### src/rtl/imem_loader_if.sv
// Byte-stream input and instruction-memory write port of the program loader.
// The loader side uses the slave modport; the byte source/memory side uses master.
interface imem_loader_if #(
  parameter int AW = 10
);
  logic          in_valid;
  logic [7:0]    in_data;
  logic          in_ready;
  logic          imem_we;
  logic [AW-1:0] imem_addr;
  logic [31:0]   imem_wdata;

  modport master (
    output in_valid, in_data,
    input  in_ready, imem_we, imem_addr, imem_wdata
  );

  modport slave (
    input  in_valid, in_data,
    output in_ready, imem_we, imem_addr, imem_wdata
  );
endinterface

### src/rtl/imem_loader.sv
// Loads a length-prefixed little-endian byte stream into instruction memory and releases the CPU.
// Defining IMEM_LOADER_CHECKSUM_EN adds a trailing XOR checksum byte that must match the data.
module imem_loader #(
  parameter int DEPTH   = 1024,
  parameter int AW      = 10,
  parameter int TIMEOUT = 1048575
) (
  input  logic         clk,
  input  logic         rst,
  input  logic         start,
  imem_loader_if.slave bus,
  output logic         cpu_rst,
  output logic         busy,
  output logic         done,
  output logic         err
);
  typedef enum logic [2:0] {IDLE, HDR0, HDR1, DATA, CSUM, DONE, ERR} state_t;

  localparam logic [31:0] DEPTH_U = 32'(DEPTH);
  localparam logic [19:0] TO      = 20'(TIMEOUT);

  state_t        state, next;
  logic [7:0]    lo_q;
  logic [15:0]   n_q;
  logic [15:0]   n_new;
  logic [1:0]    lane_q;
  logic [31:0]   word_q;
  logic [31:0]   wdata_q;
  logic [AW-1:0] addr_q;
  logic          we_q;
  logic [19:0]   idle_q;
  logic          xfer, hdr_ok, last_word, timed_out;
`ifdef IMEM_LOADER_CHECKSUM_EN
  logic [7:0]    csum_q;
`endif

  assign busy    = (state == HDR0) || (state == HDR1) || (state == DATA) || (state == CSUM);
  assign done    = (state == DONE);
  assign err     = (state == ERR);
  assign cpu_rst = (state != DONE);

  // No byte is taken in the write cycle, so a word never overlaps its own write.
  assign bus.in_ready   = busy && !we_q;
  assign bus.imem_we    = we_q;
  assign bus.imem_addr  = addr_q;
  assign bus.imem_wdata = wdata_q;

  assign xfer      = bus.in_valid && bus.in_ready;
  assign n_new     = {bus.in_data, lo_q};
  assign hdr_ok    = (n_new != 16'd0) && ({16'd0, n_new} <= DEPTH_U);
  assign last_word = (32'(addr_q) + 32'd1) == {16'd0, n_q};
  assign timed_out = busy && !xfer && (idle_q == TO);

  always_comb begin
    next = state;
    case (state)
      IDLE, DONE, ERR: if (start) next = HDR0;
      HDR0:            if (xfer) next = HDR1;
      HDR1:            if (xfer) next = hdr_ok ? DATA : ERR;
`ifdef IMEM_LOADER_CHECKSUM_EN
      DATA:            if (we_q && last_word) next = CSUM;
      CSUM:            if (xfer) next = (bus.in_data == csum_q) ? DONE : ERR;
`else
      DATA:            if (we_q && last_word) next = DONE;
`endif
      default:         next = IDLE;
    endcase
    if (timed_out) next = ERR;
  end

  always_ff @(posedge clk) begin
    if (rst) begin
      state   <= IDLE;
      lo_q    <= '0;
      n_q     <= '0;
      lane_q  <= '0;
      word_q  <= '0;
      wdata_q <= '0;
      addr_q  <= '0;
      we_q    <= 1'b0;
      idle_q  <= '0;
`ifdef IMEM_LOADER_CHECKSUM_EN
      csum_q  <= '0;
`endif
    end else begin
      state  <= next;
      we_q   <= 1'b0;
      idle_q <= (busy && !xfer) ? idle_q + 20'd1 : 20'd0;

      // A fresh load starts from word 0 with an empty lane, dropping any leftover partial word.
      if (!busy && next == HDR0) begin
        lane_q <= '0;
        word_q <= '0;
        addr_q <= '0;
`ifdef IMEM_LOADER_CHECKSUM_EN
        csum_q <= '0;
`endif
      end

      if (xfer) begin
        case (state)
          HDR0: lo_q <= bus.in_data;
          HDR1: n_q  <= n_new;
          DATA: begin
            word_q <= {bus.in_data, word_q[31:8]};
            lane_q <= lane_q + 2'd1;
`ifdef IMEM_LOADER_CHECKSUM_EN
            csum_q <= csum_q ^ bus.in_data;
`endif
            if (lane_q == 2'd3) begin
              we_q    <= 1'b1;
              wdata_q <= {bus.in_data, word_q[31:8]};
            end
          end
          default: ;
        endcase
      end

      if (we_q && !last_word) addr_q <= addr_q + AW'(1);
    end
  end
endmodule
### src/flat_wrapper.sv
// flat-port wrapper written by rule: the top's interface ports become plain ports
module imem_loader_flat 
#(
  parameter int DEPTH   = 1024,
  parameter int AW      = 10,
  parameter int TIMEOUT = 1048575
)
  (clk, rst, start, cpu_rst, busy, done, err, bus_in_valid, bus_in_data, bus_in_ready, bus_imem_we, bus_imem_addr, bus_imem_wdata);
  imem_loader_if #(.AW(AW)) bus_i ();
  input  logic clk;
  input  logic rst;
  input  logic start;
  output logic cpu_rst;
  output logic busy;
  output logic done;
  output logic err;
  input wire logic [$bits(bus_i.in_valid)-1:0] bus_in_valid;
  input wire logic [$bits(bus_i.in_data)-1:0] bus_in_data;
  output wire logic [$bits(bus_i.in_ready)-1:0] bus_in_ready;
  output wire logic [$bits(bus_i.imem_we)-1:0] bus_imem_we;
  output wire logic [$bits(bus_i.imem_addr)-1:0] bus_imem_addr;
  output wire logic [$bits(bus_i.imem_wdata)-1:0] bus_imem_wdata;
  assign bus_i.in_valid = bus_in_valid;
  assign bus_i.in_data = bus_in_data;
  assign bus_in_ready = bus_i.in_ready;
  assign bus_imem_we = bus_i.imem_we;
  assign bus_imem_addr = bus_i.imem_addr;
  assign bus_imem_wdata = bus_i.imem_wdata;
  imem_loader #(.DEPTH(DEPTH), .AW(AW), .TIMEOUT(TIMEOUT)) u_core (.clk(clk), .rst(rst), .start(start), .bus(bus_i), .cpu_rst(cpu_rst), .busy(busy), .done(done), .err(err));
endmodule
### config.mk
export PLATFORM = sky130hd
export DESIGN_NAME = imem_loader_flat
export DESIGN_NICKNAME = d
export VERILOG_FILES = /design/src/rtl/imem_loader_if.sv /design/src/rtl/imem_loader.sv /design/src/flat_wrapper.sv
export SDC_FILE = /design/constraint.sdc
export NUM_CORES = 1
export LEC_CHECK = 0
export CORE_ASPECT_RATIO = 0.5
export CORE_MARGIN = 1
export CORE_UTILIZATION = 40
export CTS_CLUSTER_DIAMETER = 200
export CTS_CLUSTER_SIZE = 14
export DETAILED_ROUTE_END_ITERATION = 7
export GPL_ROUTABILITY_DRIVEN = 0
export PLACE_DENSITY_LB_ADDON = 0.08
export SLEW_MARGIN = 20
export SYNTH_ARGS = -nofsm -noshare
export SYNTH_HDL_FRONTEND = slang
export SYNTH_SLANG_ARGS = --single-unit
export TNS_END_PERCENT = 50
### constraint.sdc
create_clock -name clk -period 3.1 [get_ports clk]
set_clock_uncertainty 0.2 [all_clocks]
set_input_delay 0.62 -clock clk [delete_from_list [all_inputs] [get_ports clk]]
set_output_delay 0.62 -clock clk [all_outputs]
set_load 0.1 [all_outputs]
==> impl_metrics.xml <==
<?xml version="1.0" encoding="UTF-8"?>
<metrics>
  <group name="placed_design">
    <metric name="placement.cell_area" unit="mm²">0.005679</metric>
    <metric name="place.detailed.instances" unit="">810</metric>
    <metric name="io_buffer_count" unit="">59</metric>
    <metric name="dp_hpwl" unit="mm">7.972</metric>
  </group>
  <group name="logic_synthesis">
    <metric name="synth.yosys.seq_area_share" unit="%">45.85</metric>
    <metric name="synth-simple-area-share" unit="%">24.98</metric>
    <metric name="synthDistinctLibCells" unit="">60</metric>
    <metric name="synth_top_area_share" unit="%">45.85</metric>
    <metric name="synth.area.mux_share" unit="%">2.421</metric>
    <metric name="synth_area_per_cell" unit="µm²">8.289</metric>
    <metric name="synthCells" unit="">611</metric>
    <metric name="post_synth_instance_area" unit="mm²">0.005065</metric>
    <metric name="synth_xor_area_share" unit="%">4.150</metric>
    <metric name="synth.ff_latch_count" unit="">116</metric>
    <metric name="yosys.area_share.adder" unit="%">0.7411</metric>
    <metric name="synth-async-reset-ratio" unit="%">0</metric>
    <metric name="post_synth_main_area_contributors" unit="">dfxtp_1 (46%), nand2_1 (9.3%), a21oi_1 (5.9%), nor2_1 (5.0%), a22oi_1 (3.7%)</metric>
    <metric name="yosysTopAreaCell" unit="">dfxtp_1</metric>
    <metric name="count_of_flip_flops_with_a_built_in_enable_after_synthesis" unit="">0</metric>
    <metric name="largest_family_of_logic_cells_by_synthesized_area" unit="">simple AND/OR/NAND/NOR gates</metric>
    <metric name="yosysWarningCount" unit="">0</metric>
    <metric name="synth_top_flop_cell" unit="">dfxtp_1</metric>
    <metric name="mappedNetlistNets" unit="">626</metric>
    <metric name="synth_area_in_compound_gates" unit="%">17.74</metric>
  </group>
  <group name="critical_path">
    <metric name="slowest_stage" unit="">dfxtp_2</metric>
    <metric name="required_time_of_the_critical_path" unit="ns">3.20</metric>
    <metric name="timing.critical_path.arrival" unit="ns">2.94</metric>
    <metric name="critical-path-max-stage-delay" unit="ns">0.41</metric>
    <metric name="endpoint_kind" unit="">register</metric>
    <metric name="cp_max_fo" unit="">13</metric>
    <metric name="worst-setup-path-type" unit="">reg -&gt; reg</metric>
    <metric name="crit_path_cell_trace" unit="">ha_2, nand3_1, mux2_2, mux2i_1, nor4b_4, a21oi_4, and3_2, a221o_1</metric>
    <metric name="timing.critical_path.from_type" unit="">register</metric>
  </group>
  <group name="final_layout">
    <metric name="fin_nets" unit="">680</metric>
    <metric name="proportion_of_layout_cells_with_a_drive_suffix_above_1" unit="%">17.70</metric>
    <metric name="post-route-cell-area" unit="mm²">0.006250</metric>
    <metric name="antenna-diode-count" unit="">0</metric>
    <metric name="instances_no_fill" unit="">843</metric>
    <metric name="area_growth_syn_to_layout" unit="%">23.39</metric>
  </group>
  <group name="routing">
    <metric name="antenna_left" unit="">0</metric>
    <metric name="detailedRoute.firstIterationViolations" unit="">287</metric>
    <metric name="remaining_drc_errors" unit="">0</metric>
    <metric name="drt_pass1_iterations" unit="">4</metric>
    <metric name="viasPerCell" unit="">5.173</metric>
    <metric name="routed_wire_length_per_instance" unit="µm">14.15</metric>
    <metric name="wl" unit="mm">11.93</metric>
    <metric name="dr_total_vias" unit="">4361</metric>
  </group>
  <group name="grt">
    <metric name="grt_max_degree" unit="">74</metric>
    <metric name="first_global_vias" unit="">3862</metric>
    <metric name="total_grt_usage" unit="%">19.01</metric>
    <metric name="global_route_wire_length_before_repair" unit="mm">19.46</metric>
    <metric name="grt_remaining_overflow" unit="">0</metric>
    <metric name="initial_antenna_violation_count" unit="">0</metric>
  </group>
  <group name="clock_tree">
    <metric name="clk_root_buffer_cell" unit="">clkbuf_16</metric>
    <metric name="cts.reportedPaths.clkPinSlew" unit="ns">0.06</metric>
    <metric name="clock-sinks" unit="">116</metric>
    <metric name="tritoncts.num_buffers" unit="">17</metric>
    <metric name="cts_hold_buf" unit="">0</metric>
    <metric name="cts.path.max_buffers" unit="">2</metric>
    <metric name="cts_tree" unit="">done</metric>
    <metric name="clk-insertion-delay-late" unit="ns">0.41</metric>
    <metric name="cts.htree.levels" unit="">4</metric>
  </group>
  <group name="floorplanning">
    <metric name="core_area" unit="mm²">0.01209</metric>
    <metric name="start_util" unit="%">41.90</metric>
    <metric name="die_width" unit="µm">161.1</metric>
    <metric name="die_height" unit="µm">81.57</metric>
    <metric name="core.rowCount" unit="">28</metric>
    <metric name="pin_count" unit="">60</metric>
    <metric name="design.die.area" unit="mm²">0.01314</metric>
  </group>
  <group name="timing">
    <metric name="layout_min_cycle_time" unit="ns">2.849</metric>
    <metric name="finalMaxSlewViolations" unit="">0</metric>
    <metric name="maxSlewHeadroom" unit="%">50.06</metric>
    <metric name="report.final.setup_viol" unit="">0</metric>
    <metric name="maxClockFrequency" unit="MHz">351.0</metric>
    <metric name="grt_setup_unrepaired" unit="">false</metric>
    <metric name="max_slew.worst_pin.slew" unit="ns">0.7491</metric>
    <metric name="layout_worst_path_cycle_share" unit="%">91.90</metric>
    <metric name="hold_violations" unit="">0</metric>
  </group>
  <group name="min_path">
    <metric name="hold_path.class" unit="">reg -&gt; reg</metric>
  </group>
  <group name="status">
    <metric name="status" unit="">completed</metric>
  </group>
  <group name="pwr">
    <metric name="power.leakage" unit="nW">2.377</metric>
    <metric name="worst_ir_drop_vdd" unit="V">0.0002523</metric>
    <metric name="pwr_density_cell" unit="mW/mm²">560.6</metric>
  </group>
  <group name="run">
    <metric name="timing.max_cap.violations" unit="">0</metric>
  </group>
</metrics>
==> cells in the mapped netlist (all sizes together), types with 10 or more instances <==
cell type,number
nand2,126
dfxtp,116
nor2,67
a21oi,61
clkbuf,28
a22oi,25
o21ai,17
xor2,16
and3,11
nand3,11
buf,10
mux2i,10
nor3,10
==> cell families after synthesis <==
| kind of cell | Yosys count |
|---|---|
| fa+ha+maj | 3 |
| mux | 12 |
| simple gates | 273 |
| xor+xnor | 24 |
| compound gates | 138 |
| flops | 116 |
| buf+inv | 45 |
==> registers in the layout, summed over array words and instances (netlist names) <==
name	cells
u_core.bus.imem_we	1
u_core.bus.imem_addr	10
u_core.state	3
u_core.word_q	24
u_core.bus.imem_wdata	32
u_core.n_q	16
u_core.idle_q	20
u_core.lo_q	8
u_core.lane_q	2
==> final timing paths <==
path                       startpoint                        to  slack (ns)  depth (start not counted)
max           u_core.bus.imem_addr[0]   u_core.bus.imem_addr[9]        0.25                          8
min          u_core.bus.imem_wdata[2]  u_core.bus.imem_wdata[2]        0.25                          2
max reg2reg   u_core.bus.imem_addr[0]   u_core.bus.imem_addr[9]        0.25                          8
min reg2reg  u_core.bus.imem_wdata[2]  u_core.bus.imem_wdata[2]        0.25                          2
==> cell usage in the layout, fill, tap and decap left out, types with 9 or more instances in the layout <==
master and count:
and3_1 9, mux2i_1 10, o21ai_0 17, clkdlybuf4s50_1 10
nor2_1 66, nand2_1 126, xor2_1 16, dfxtp_1 108
a22oi_1 25, nand3_1 11, a21oi_1 59, nor3_1 10
buf_4 61, clkbuf_16 17
==> power by group <==
part / internal, mW / leakage, nW / switching (mW) / total (mW)
Combinational: 0.0638 / 1.18 / 0.143 / 0.206
Sequential: 1.50 / 0.939 / 0.0164 / 1.52
Clock: 1.07 / 0.257 / 0.709 / 1.78
==> layer usage <==
layer  vias up  GRT usage, %  part of all wire [%]
met5         -             0                     0
met3        10         5.505                   3.6
met2        76         28.28                    43
met4         0         7.075                   1.0
met1      2052         26.13                    53
li1       2223             -                     -
==> through the flow <==
step | hold slack (ns) | setup TNS, ns | utilization, % | power [mW] | setup slack, ns
finish | 0.2527 | 0 | 51.71 | 3.503 | 0.2510
global route | 0.2775 | 0 | 51.71 | 3.631 | 0.09915
global placement | 0.2440 | -0.4572 | 46.93 | 1.753 | -0.08392
detailed placement | 0.2482 | -0.2277 | 46.99 | 1.754 | -0.05874
CTS | 0.2560 | 0 | 51.63 | 3.540 | 0.06894
floorplan | 0.2260 | 0 | - | 1.691 | 0.01221
==> final cells by class <==
type / count / area, µm²
fill: 1157 / 5837
multi-input combinational: 450 / 2557
sequential: 116 / 2332
timing repair buffer: 73 / 583.1
clock buffer: 22 / 464.2
tap: 165 / 206.4
clock inverter: 10 / 76.32
inverter: 7 / 30.03
==> critical path, delay by kind of cell (launching register included) <==
family / cells / cell delay, ns
mux: 2 / 0.56
flops: 1 / 0.41
simple gates: 3 / 0.79
compound gates: 2 / 0.43
fa+ha+maj: 1 / 0.35
==> timing repair <==
action / 4_1_cts / 5_1_grt
pin swaps: 1 / 0
setup endpoints to repair: 10 / 10
resized for setup: 0 / 2
setup buffers: 1 / 0
hold endpoints to repair: 0 / 0
No activity file was read; power rests on OpenSTA's default activity.
